### config.mk
export PLATFORM = sky130hd
export DESIGN_NAME = vec_writeback
export DESIGN_NICKNAME = d
export VERILOG_FILES = /design/src/rtl/hwaccel_pkg.sv /design/src/rtl/requant_sat.sv /design/src/rtl/vec_writeback.sv
export SDC_FILE = /design/constraint.sdc
export NUM_CORES = 1
export LEC_CHECK = 0
export ABC_AREA = 1
export BUFFER_PORTS_ARGS = -buffer_cell sky130_fd_sc_hd__buf_4
export CORE_UTILIZATION = 55
export CTS_BUF_LIST = sky130_fd_sc_hd__clkbuf_8 sky130_fd_sc_hd__clkbuf_16
export CTS_CLUSTER_DIAMETER = 40
export CTS_CLUSTER_SIZE = 25
export DETAILED_ROUTE_END_ITERATION = 8
export PLACE_DENSITY_LB_ADDON = 0.2
export SLEW_MARGIN = 20
export SYNTH_ARGS = -nofsm -noshare
export SYNTH_HDL_FRONTEND = slang
export SYNTH_SLANG_ARGS = --single-unit
### constraint.sdc
create_clock -name clk -period 4.35 [get_ports clk]
set_input_delay 0.435 -clock clk [delete_from_list [all_inputs] [get_ports clk]]
set_output_delay 0.435 -clock clk [all_outputs]
set_load 0.005 [all_outputs]
### src/rtl/hwaccel_pkg.sv
// Shared types and constants for the accelerator write-back paths.
package hwaccel_pkg;

  localparam int unsigned SHIFT_WIDTH = 5;
  localparam int          INT8_MAX    = 127;
  localparam int          INT8_MIN    = -128;

  typedef enum logic [1:0] {
    StIdle,
    StRun,
    StDone
  } wb_state_e;

endpackage

### src/rtl/requant_sat.sv
// Combinational requantizer: rounding arithmetic right-shift of a 32-bit
// accumulator followed by saturation to signed int8.
module requant_sat
  import hwaccel_pkg::*;
(
  input  logic [31:0]            value,
  input  logic [SHIFT_WIDTH-1:0] shift,
  output logic [7:0]             result,
  output logic                   saturated
);

  localparam logic signed [32:0] MaxVal = 33'(INT8_MAX);
  localparam logic signed [32:0] MinVal = 33'(INT8_MIN);

  logic signed [32:0] bias;
  logic signed [32:0] rounded;
  logic signed [32:0] shifted;

  always_comb begin
    bias = '0;
    if (shift != '0) begin
      bias = 33'sd1 <<< (shift - SHIFT_WIDTH'(1));
    end
    // 33 bits so that adding the rounding bias to INT32_MAX cannot overflow.
    rounded   = $signed({value[31], value}) + bias;
    shifted   = rounded >>> shift;
    result    = shifted[7:0];
    saturated = 1'b0;
    if (shifted > MaxVal) begin
      result    = 8'(INT8_MAX);
      saturated = 1'b1;
    end else if (shifted < MinVal) begin
      result    = 8'(INT8_MIN);
      saturated = 1'b1;
    end
  end

endmodule

### src/rtl/vec_writeback.sv
// Stream-to-SRAM result writer: requantizes the accumulator stream to int8 and
// writes it to consecutive vector SRAM addresses with a one-cycle write latency.
module vec_writeback
  import hwaccel_pkg::*;
#(
  parameter int unsigned SRAM_ADDR_WIDTH = 10,
  parameter int unsigned DATA_WIDTH      = 8
) (
  input  logic                       clk,
  input  logic                       rst,
  input  logic                       cfg_start,
  input  logic [SRAM_ADDR_WIDTH-1:0] cfg_base_addr,
  input  logic [SRAM_ADDR_WIDTH-1:0] cfg_len,
  input  logic [SHIFT_WIDTH-1:0]     cfg_shift,
  input  logic [31:0]                in_data,
  input  logic                       in_valid,
  output logic                       in_ready,
  output logic                       sram_we,
  output logic [SRAM_ADDR_WIDTH-1:0] sram_addr,
  output logic [DATA_WIDTH-1:0]      sram_din,
  output logic                       busy,
  output logic                       done,
  output logic [15:0]                sat_count
);

  wb_state_e                  state_q, state_d;
  logic [SRAM_ADDR_WIDTH-1:0] remaining_q, remaining_d;
  logic [SRAM_ADDR_WIDTH-1:0] wr_addr_q, wr_addr_d;
  logic [SHIFT_WIDTH-1:0]     shift_q, shift_d;
  logic                       we_q, we_d;
  logic [SRAM_ADDR_WIDTH-1:0] addr_q, addr_d;
  logic [DATA_WIDTH-1:0]      din_q, din_d;
  logic [15:0]                sat_q, sat_d;

  logic       xfer;
  logic [7:0] rq_result;
  logic       rq_sat;

  requant_sat u_requant_sat (
    .value     (in_data),
    .shift     (shift_q),
    .result    (rq_result),
    .saturated (rq_sat)
  );

  assign in_ready  = (state_q == StRun) && (remaining_q != '0);
  assign xfer      = in_valid && in_ready;
  assign busy      = (state_q != StIdle);
  assign done      = (state_q == StDone);
  assign sram_we   = we_q;
  assign sram_addr = addr_q;
  assign sram_din  = din_q;
  assign sat_count = sat_q;

  always_comb begin
    state_d     = state_q;
    remaining_d = remaining_q;
    wr_addr_d   = wr_addr_q;
    shift_d     = shift_q;
    we_d        = 1'b0;
    addr_d      = addr_q;
    din_d       = din_q;
    sat_d       = sat_q;

    unique case (state_q)
      StIdle: begin
        if (cfg_start) begin
          wr_addr_d   = cfg_base_addr;
          remaining_d = cfg_len;
          shift_d     = cfg_shift;
          sat_d       = '0;
          state_d     = (cfg_len != '0) ? StRun : StDone;
        end
      end
      StRun: begin
        if (xfer) begin
          we_d        = 1'b1;
          addr_d      = wr_addr_q;
          din_d       = DATA_WIDTH'(rq_result);
          wr_addr_d   = wr_addr_q + SRAM_ADDR_WIDTH'(1);
          remaining_d = remaining_q - SRAM_ADDR_WIDTH'(1);
          if (rq_sat && (sat_q != 16'hFFFF)) begin
            sat_d = sat_q + 16'd1;
          end
          if (remaining_q == SRAM_ADDR_WIDTH'(1)) begin
            state_d = StDone;
          end
        end
      end
      StDone: begin
        state_d = StIdle;
      end
      default: begin
        state_d = StIdle;
      end
    endcase
  end

  always_ff @(posedge clk) begin
    if (rst) begin
      state_q     <= StIdle;
      remaining_q <= '0;
      wr_addr_q   <= '0;
      shift_q     <= '0;
      we_q        <= 1'b0;
      addr_q      <= '0;
      din_q       <= '0;
      sat_q       <= '0;
    end else begin
      state_q     <= state_d;
      remaining_q <= remaining_d;
      wr_addr_q   <= wr_addr_d;
      shift_q     <= shift_d;
      we_q        <= we_d;
      addr_q      <= addr_d;
      din_q       <= din_d;
      sat_q       <= sat_d;
    end
  end

endmodule

======== Yosys cells after proc, flatten, opt, wreduce, memory -nomap -nowiden ========
Index checks and enable logic that the tools add are counted.
word-level totals
  register bits ........................... 62
  output and inout bits ................... 38
  word-level logic and storage cells ...... 62
operators by class
  add/subtract/negate cells ............... 5
  order comparisons ....................... 2
  eq/ne operators ......................... 8
  shift operators ......................... 2
  multiplexer cells ....................... 21
  bitwise gates (word level) .............. 1
  reductions and logical operators ........ 15
operators with widths
  operator                                               count
  two-way mux 16 bit                                     3
  two-way mux 10 bit                                     4
  case mux 10 bit (2 select lines)                       2
  adder 32 x 33 -> 33 bit                                1
  > comparator 33 x 8 -> 1 bit, second input constant    1
  < comparator 33 x 8 -> 1 bit, second input constant    1
  two-way mux 33 bit                                     1
  <<< shifter 2 x 5 -> 33 bit, first input constant      1
  >>> shifter 33 x 5 -> 33 bit                           1
  case mux 16 bit (2 select lines)                       1
  nonzero test 10 bit                                    2
  adder 16 x 1 -> 16 bit, second input constant          1
  two-way mux 8 bit                                      2
  inequality test 16 bit, second input constant          1
  adder 10 x 1 -> 10 bit, second input constant          1
  equality test 10 x 1 -> 1 bit, second input constant   1
  subtractor 10 x 1 -> 10 bit, second input constant     1
  two-way mux 2 bit                                      4
  AND reduction 3 bit                                    2
  nonzero test 5 bit                                     1
  subtractor 5 x 1 -> 5 bit, second input constant       1
  inequality test 2 x 1 -> 1 bit, second input constant  2
  inequality test 2 bit, second input constant           2
  case mux 2 bit (2 select lines)                        1
  10 further kinds                                       16

======== Longest topological paths before layout ========
  depth after elaboration ................. 12
  gate-level depth with buffers ........... 43
  depth with buffers taken out ............ 42

======== Hierarchy ========
From an unflattened synthesis, not the netlist that was laid out.
second synthesis, totals
  cells, all modules ...................... 1667
  area, all modules ....................... 9019.9 µm²
modules (own cells, without submodules)
  module         times used  cells an instance  area an instance (µm²)  sequential area each (µm²)
  requant_sat    1           1151               5565.3                  0.0
  vec_writeback  1           516                3454.6                  1241.2

======== Least setup slack after synthesis ========
No wires, ideal clock.
  path type ............................... register to register
  start point ............................. register shift_q[2]
  end point ............................... register sat_q[12] (netlist: sat_count[12])
  library setup time ...................... 138 ps
  data arrival time ....................... 4159 ps
  path slack .............................. 53 ps
  cell stages (with the launch flop) ...... 40
  path buffers ............................ 3
  period minus slack after synthesis ...... 4297 ps
  cell sequence ........................... dfxtp_1 buf_2 buf_1 nor2_1 nand2_1 nand2_1 nand2_1 inv_1 nand2_1 inv_1 ha_1 inv_1 fa_1 inv_1 nand3_1 nand2_1 nand2_1 nand2_2 [... 4 more ...] nand3_2 nand3_2 nand3_2 nand3_1 nand3_1 nand2_1 nand2_1 nor2_2 nand2_1 nand3_1 nor2_1 o21ai_2 nand2_2 nand2_4 nand2_4 buf_12 nand2_2 a21oi_2
between the ends
  longest elaborated chain between the ends .. 11
  elaborated cells on any way between the ends .. 13
  those cells by class .................... 2 x add/sub; 2 x order compare; 1 x eq/ne; 2 x shift; 3 x mux; 3 x reduce/logical
ends and longest elaborated chain
  what                                                 RTL line              RTL
  from (decl)                                          vec_writeback.sv:29   logic [SHIFT_WIDTH-1:0] shift_q, shift_d;
  from (signal assigned)                               vec_writeback.sv:113  shift_q <= shift_d;
  subtractor 5 x 1 -> 5 bit                            requant_sat.sv:22     bias = 33'sd1 <<< (shift - SHIFT_WIDTH'(1));
  <<< shifter 2 x 5 -> 33 bit                          requant_sat.sv:22
  two-way mux 33 bit                                   requant_sat.sv:21     if (shift != '0) begin
  adder 32 x 33 -> 33 bit                              requant_sat.sv:25     rounded = $signed({value[31], value}) + bias;
  >>> shifter 33 x 5 -> 33 bit (*)                     requant_sat.sv:26     shifted = rounded >>> shift;
  < comparator 33 x 8 -> 1 bit                         requant_sat.sv:32     end else if (shifted < MinVal) begin
  two-way mux 1 bit                                    requant_sat.sv:32
  two-way mux 1 bit (*)                                requant_sat.sv:29     if (shifted > MaxVal) begin
  logical AND 1 bit (*)                                vec_writeback.sv:82   if (rq_sat && (sat_q != 16'hFFFF)) begin
  inequality test 2 x 1 -> 1 bit (no source line) (*)  n/a
  AND reduction 4 bit (no source line) (*)             n/a
  to (signal assigned)                                 vec_writeback.sv:117  sat_q <= sat_d;
  to (decl)                                            vec_writeback.sv:33   logic [15:0] sat_q, sat_d;
Mark *: on every way between the ends. The rest lies on a longest branch, timed or not.
A chain may end at the register's enable or synchronous reset.

======== Worst setup path in the final report ========
  start point ............................. register shift_q[0]
  end point ............................... register sat_q[0] (netlist: sat_count[0])
The elaborated chain is that of the path after synthesis.

==> results.yml <==
place:
  portBuffers: 98
  place_ws_ns: -0.3735
  dp_hpwl_um: 22330
  placed_cells: 1976
  placed_cell_area_mm2: 0.01031
  place.gp.congestion: 1.022
synth:
  synth_edf_count: 0
  ys_ff_latch: 62
  avgSynthCellArea_um2: 5.420
  yosysTopAreaCell: "nand2_1"
  yosys_warnings: 0
  yosys-top-cells-area: "nand2_1, nand3_1, dfxtp_1"
  muxShareOfSynthArea_pct: 0.2263
  postSynth.asyncResetShare_pct: 0
  synth_top_family_by_area: "simple AND/OR/NAND/NOR gates"
  synth_nets: 1730
  synth-seq-area-share_pct: 14.03
  yosys.area_share.xor_xnor_pct: 3.267
  synthCells: 1632
  syn-cell-area_mm2: 0.008846
  synthFlopType: "dfxtp_1"
  synthAdderAreaFrac_pct: 5.318
  synth_top_area_share_pct: 21.68
  synth_compound_area_share_pct: 9.392
  synth-simple-area-share_pct: 55.30
  synth_cell_types: 48
run_status:
  violations: "negative setup slack"
  status: "complete, but fails checks"
floorplanning:
  die_area_mm2: 0.01659
  rows: 45
  fp.dieW_um: 128.8
  start_util_pct: 57.34
  dieHeight_um: 128.8
  num_io_pins: 99
  core_mm2: 0.01543
cells_and_area:
  antennaDiodeCount: 0
  area_growth_pct: 37.02
  drive_gt1_share_pct: 32.34
  fin_area_mm2: 0.01212
  fin_nets: 1908
  finalNonFillerCells: 2026
drt:
  drt-total-wl_um: 31490
  antenna_left: 0
  drc: 0
  vias_per_cell: 5.738
  drt-pass1-iter-count: 7
  vias: 11630
  wire_per_inst_um: 15.54
  drt-initial-drc-count: 1043
worst_setup_path:
  cpMaxStageDelayCell: "dfxtp_2"
  reg2reg_from: "shift_q[0]"
  critPathRequiredTime_ns: 4.60
  path_class: "reg -> reg"
  end_kind: "flip-flop"
  slowest_delay_ns: 0.36
  startpoint_type: "flip-flop"
  rrSetupSlack_ns: -0.17
  reg2regPathDepth: 38
  r2r-end: "sat_count[0]"
  path_common_cell: "nand2_1"
  crit_arrival_ns: 4.77
  cp_max_fo: 8
sta:
  fin_worst_skew_ns: 0.004997
  finalMaxSlewViolations: 0
  max_freq_mhz: 221.4
  hold_viol_final: 0
  fin_crit_sh_pct: 103.8
  rsz0062_at_grt: "yes"
  slew-limit-headroom_pct: 44.94
  worst_pin_slew_ns: 0.8251
  whs_ns: 0.3876
  finalSetupViolations: 17
  layout_setup_ws_ns: -0.1661
  layout_min_cycle_time_ns: 4.516
cts:
  cts_tree: "done"
  cts_hold_repair.buffers: 0
  cts_inserted_buffers: 9
  clock-sinks: 62
  clock_path_buffers: 2
  worstSkewPairLatency_ns: 0.33
  path_clk_slew_ns: 0.06
  htreeDepth: 3
  clockRootBuffer: "clkbuf_16"
power:
  power.density_mw_per_mm2: 263.2
  power.total_mw: 3.190
  vdd_ir_drop_max_mv: 0.3254
  p_leak_nw: 6.049
grt:
  grt_usage_pct: 35.76
  grt_max_degree: 41
  antenna_found_initial: 0
  grt_overflow: 0
  grt_pass1_wl_um: 47620
  grt_pass1_vias: 10410
worst_hold_path:
  holdCritPathClass: "in -> reg"
  hold_depth: 3
  hold_end: "wr_addr_q[0]"
  hp-start: "cfg_base_addr[0]"
job:
  cap_viol_max_count: 0
## where the power goes
part / switching [mW] / leakage, nW / internal (mW) / total [mW]
registers: 0.0516 / 0.509 / 0.628 / 0.679
clock network: 0.263 / 0.146 / 0.444 / 0.708
logic: 1.11 / 5.39 / 0.694 / 1.80
## cell usage in the layout, fill, tap and decap left out, types with 4 or more instances in the layout
master / Yosys / routed
buf_6: 0 / 4
inv_1: 184 / 178
dfxtp_1: 62 / 59
xor2_1: 23 / 22
nand2_8: 1 / 4
nand2_2: 41 / 93
o211ai_1: 12 / 12
a21oi_1: 48 / 37
a31oi_1: 9 / 9
inv_2: 20 / 26
nand4_1: 7 / 7
xnor2_1: 10 / 8
nor2_4: 6 / 15
ha_1: 36 / 23
nand2_4: 6 / 15
a211oi_1: 6 / 6
a221oi_1: 5 / 5
nand2_1: 511 / 448
buf_4: 4 / 222
nand3_4: 1 / 23
nand3_1: 297 / 215
ha_4: 0 / 10
a21oi_2: 13 / 22
clkinv_1: 7 / 6
nand3_2: 20 / 80
nor2_1: 153 / 123
nor2_2: 9 / 30
nor3_1: 13 / 10
clkbuf_16: 0 / 9
o21ai_0: 39 / 39
nor4_1: 6 / 6
## worst max-delay path, delay by kind of cell, from the launching register on
| family | cells | cell delay, ns |
|---|---|---|
| buffers and inverters | 6 | 0.75 |
| DFF | 1 | 0.36 |
| adders and majority gates | 1 | 0.23 |
| AOI/OAI and AO/OA | 3 | 0.34 |
| and+or+nand+nor | 28 | 2.72 |
## registers in the layout, indices dropped and copies added (netlist names)
signal       flops
sram_din         8
sat_count       16
sram_we          1
wr_addr_q       10
shift_q          5
state_q          2
sram_addr       10
remaining_q     10
## metal layers
layer	global-route usage [%]	vias to the layer above	part of all wire, %
met5	0	-	0
met2	62.80	577	48
met3	3.992	126	7.2
met1	43.32	5315	40
met4	17.51	0	4.5
li1	-	5607	-
## through the flow
stage / util [%] / setup TNS [ns]
6_report: 78.56 / -2.341
5_1_grt: 78.56 / -7.759
4_1_cts: 72.97 / -0.06910
3_5_place_dp: 66.82 / -6.845
3_3_place_gp: 66.82 / -4.290
2_1_floorplan: - / 0
## cell families (layout without fill, tap and decap cells)
logic type,after synthesis,after routing
AOI/OAI and AO/OA,138,138
xor gates and xnor gates,33,33
adders and majority gates,37,37
buffers and inverters,277,459
DFF,62,62
muxes,2,2
other,1,1
and+or+nand+nor,1082,1083
## cell usage after synthesis, types with 9 or more instances
cell,instances
nand2_1,511
nand3_1,297
inv_1,184
nor2_1,153
dfxtp_1,62
a21oi_1,48
nand2_2,41
o21ai_0,39
ha_1,36
clkbuf_1,32
xor2_1,23
inv_2,20
nand3_2,20
buf_2,14
a21oi_2,13
nor3_1,13
buf_1,12
o211ai_1,12
xnor2_1,10
a31oi_1,9
nor2_2,9
## layout make-up
class / instances / area [um^2]
multi-input cells: 1294 / 7707
clock buffers: 9 / 225.2
inverters: 214 / 818.3
well taps: 211 / 264.0
repair buffers: 229 / 1784
clock inverters: 7 / 73.82
flip-flops and latches: 62 / 1247
fillers: 1187 / 3307
## how the worst max path moves through the flow
| stage | startpoint | end | slack (ns) | cells after the start |
|---|---|---|---|---|
| global placement | shift_q[1] | sat_count[1] | -0.26 | 37 |
| finish | shift_q[0] | sat_count[0] | -0.17 | 38 |
| detailed placement | shift_q[1] | sat_count[5] | -0.37 | 36 |
| CTS | shift_q[0] | sat_count[3] | -0.02 | 38 |
| floorplan | shift_q[2] | sat_count[12] | 0.05 | 39 |
| global route | shift_q[0] | sat_count[14] | -0.43 | 38 |
## repair_timing
| item | in CTS | in global routing |
|---|---|---|
| pin swaps | 36 | 63 |
| cloned | 2 | 0 |
| hold endpoints to repair | 0 | 0 |
| setup buffers | 19 | 13 |
| resized for setup | 113 | 162 |
| endpoints found under the setup margin | 23 | 23 |
Note: power is estimated with default switching activity, not from simulation.
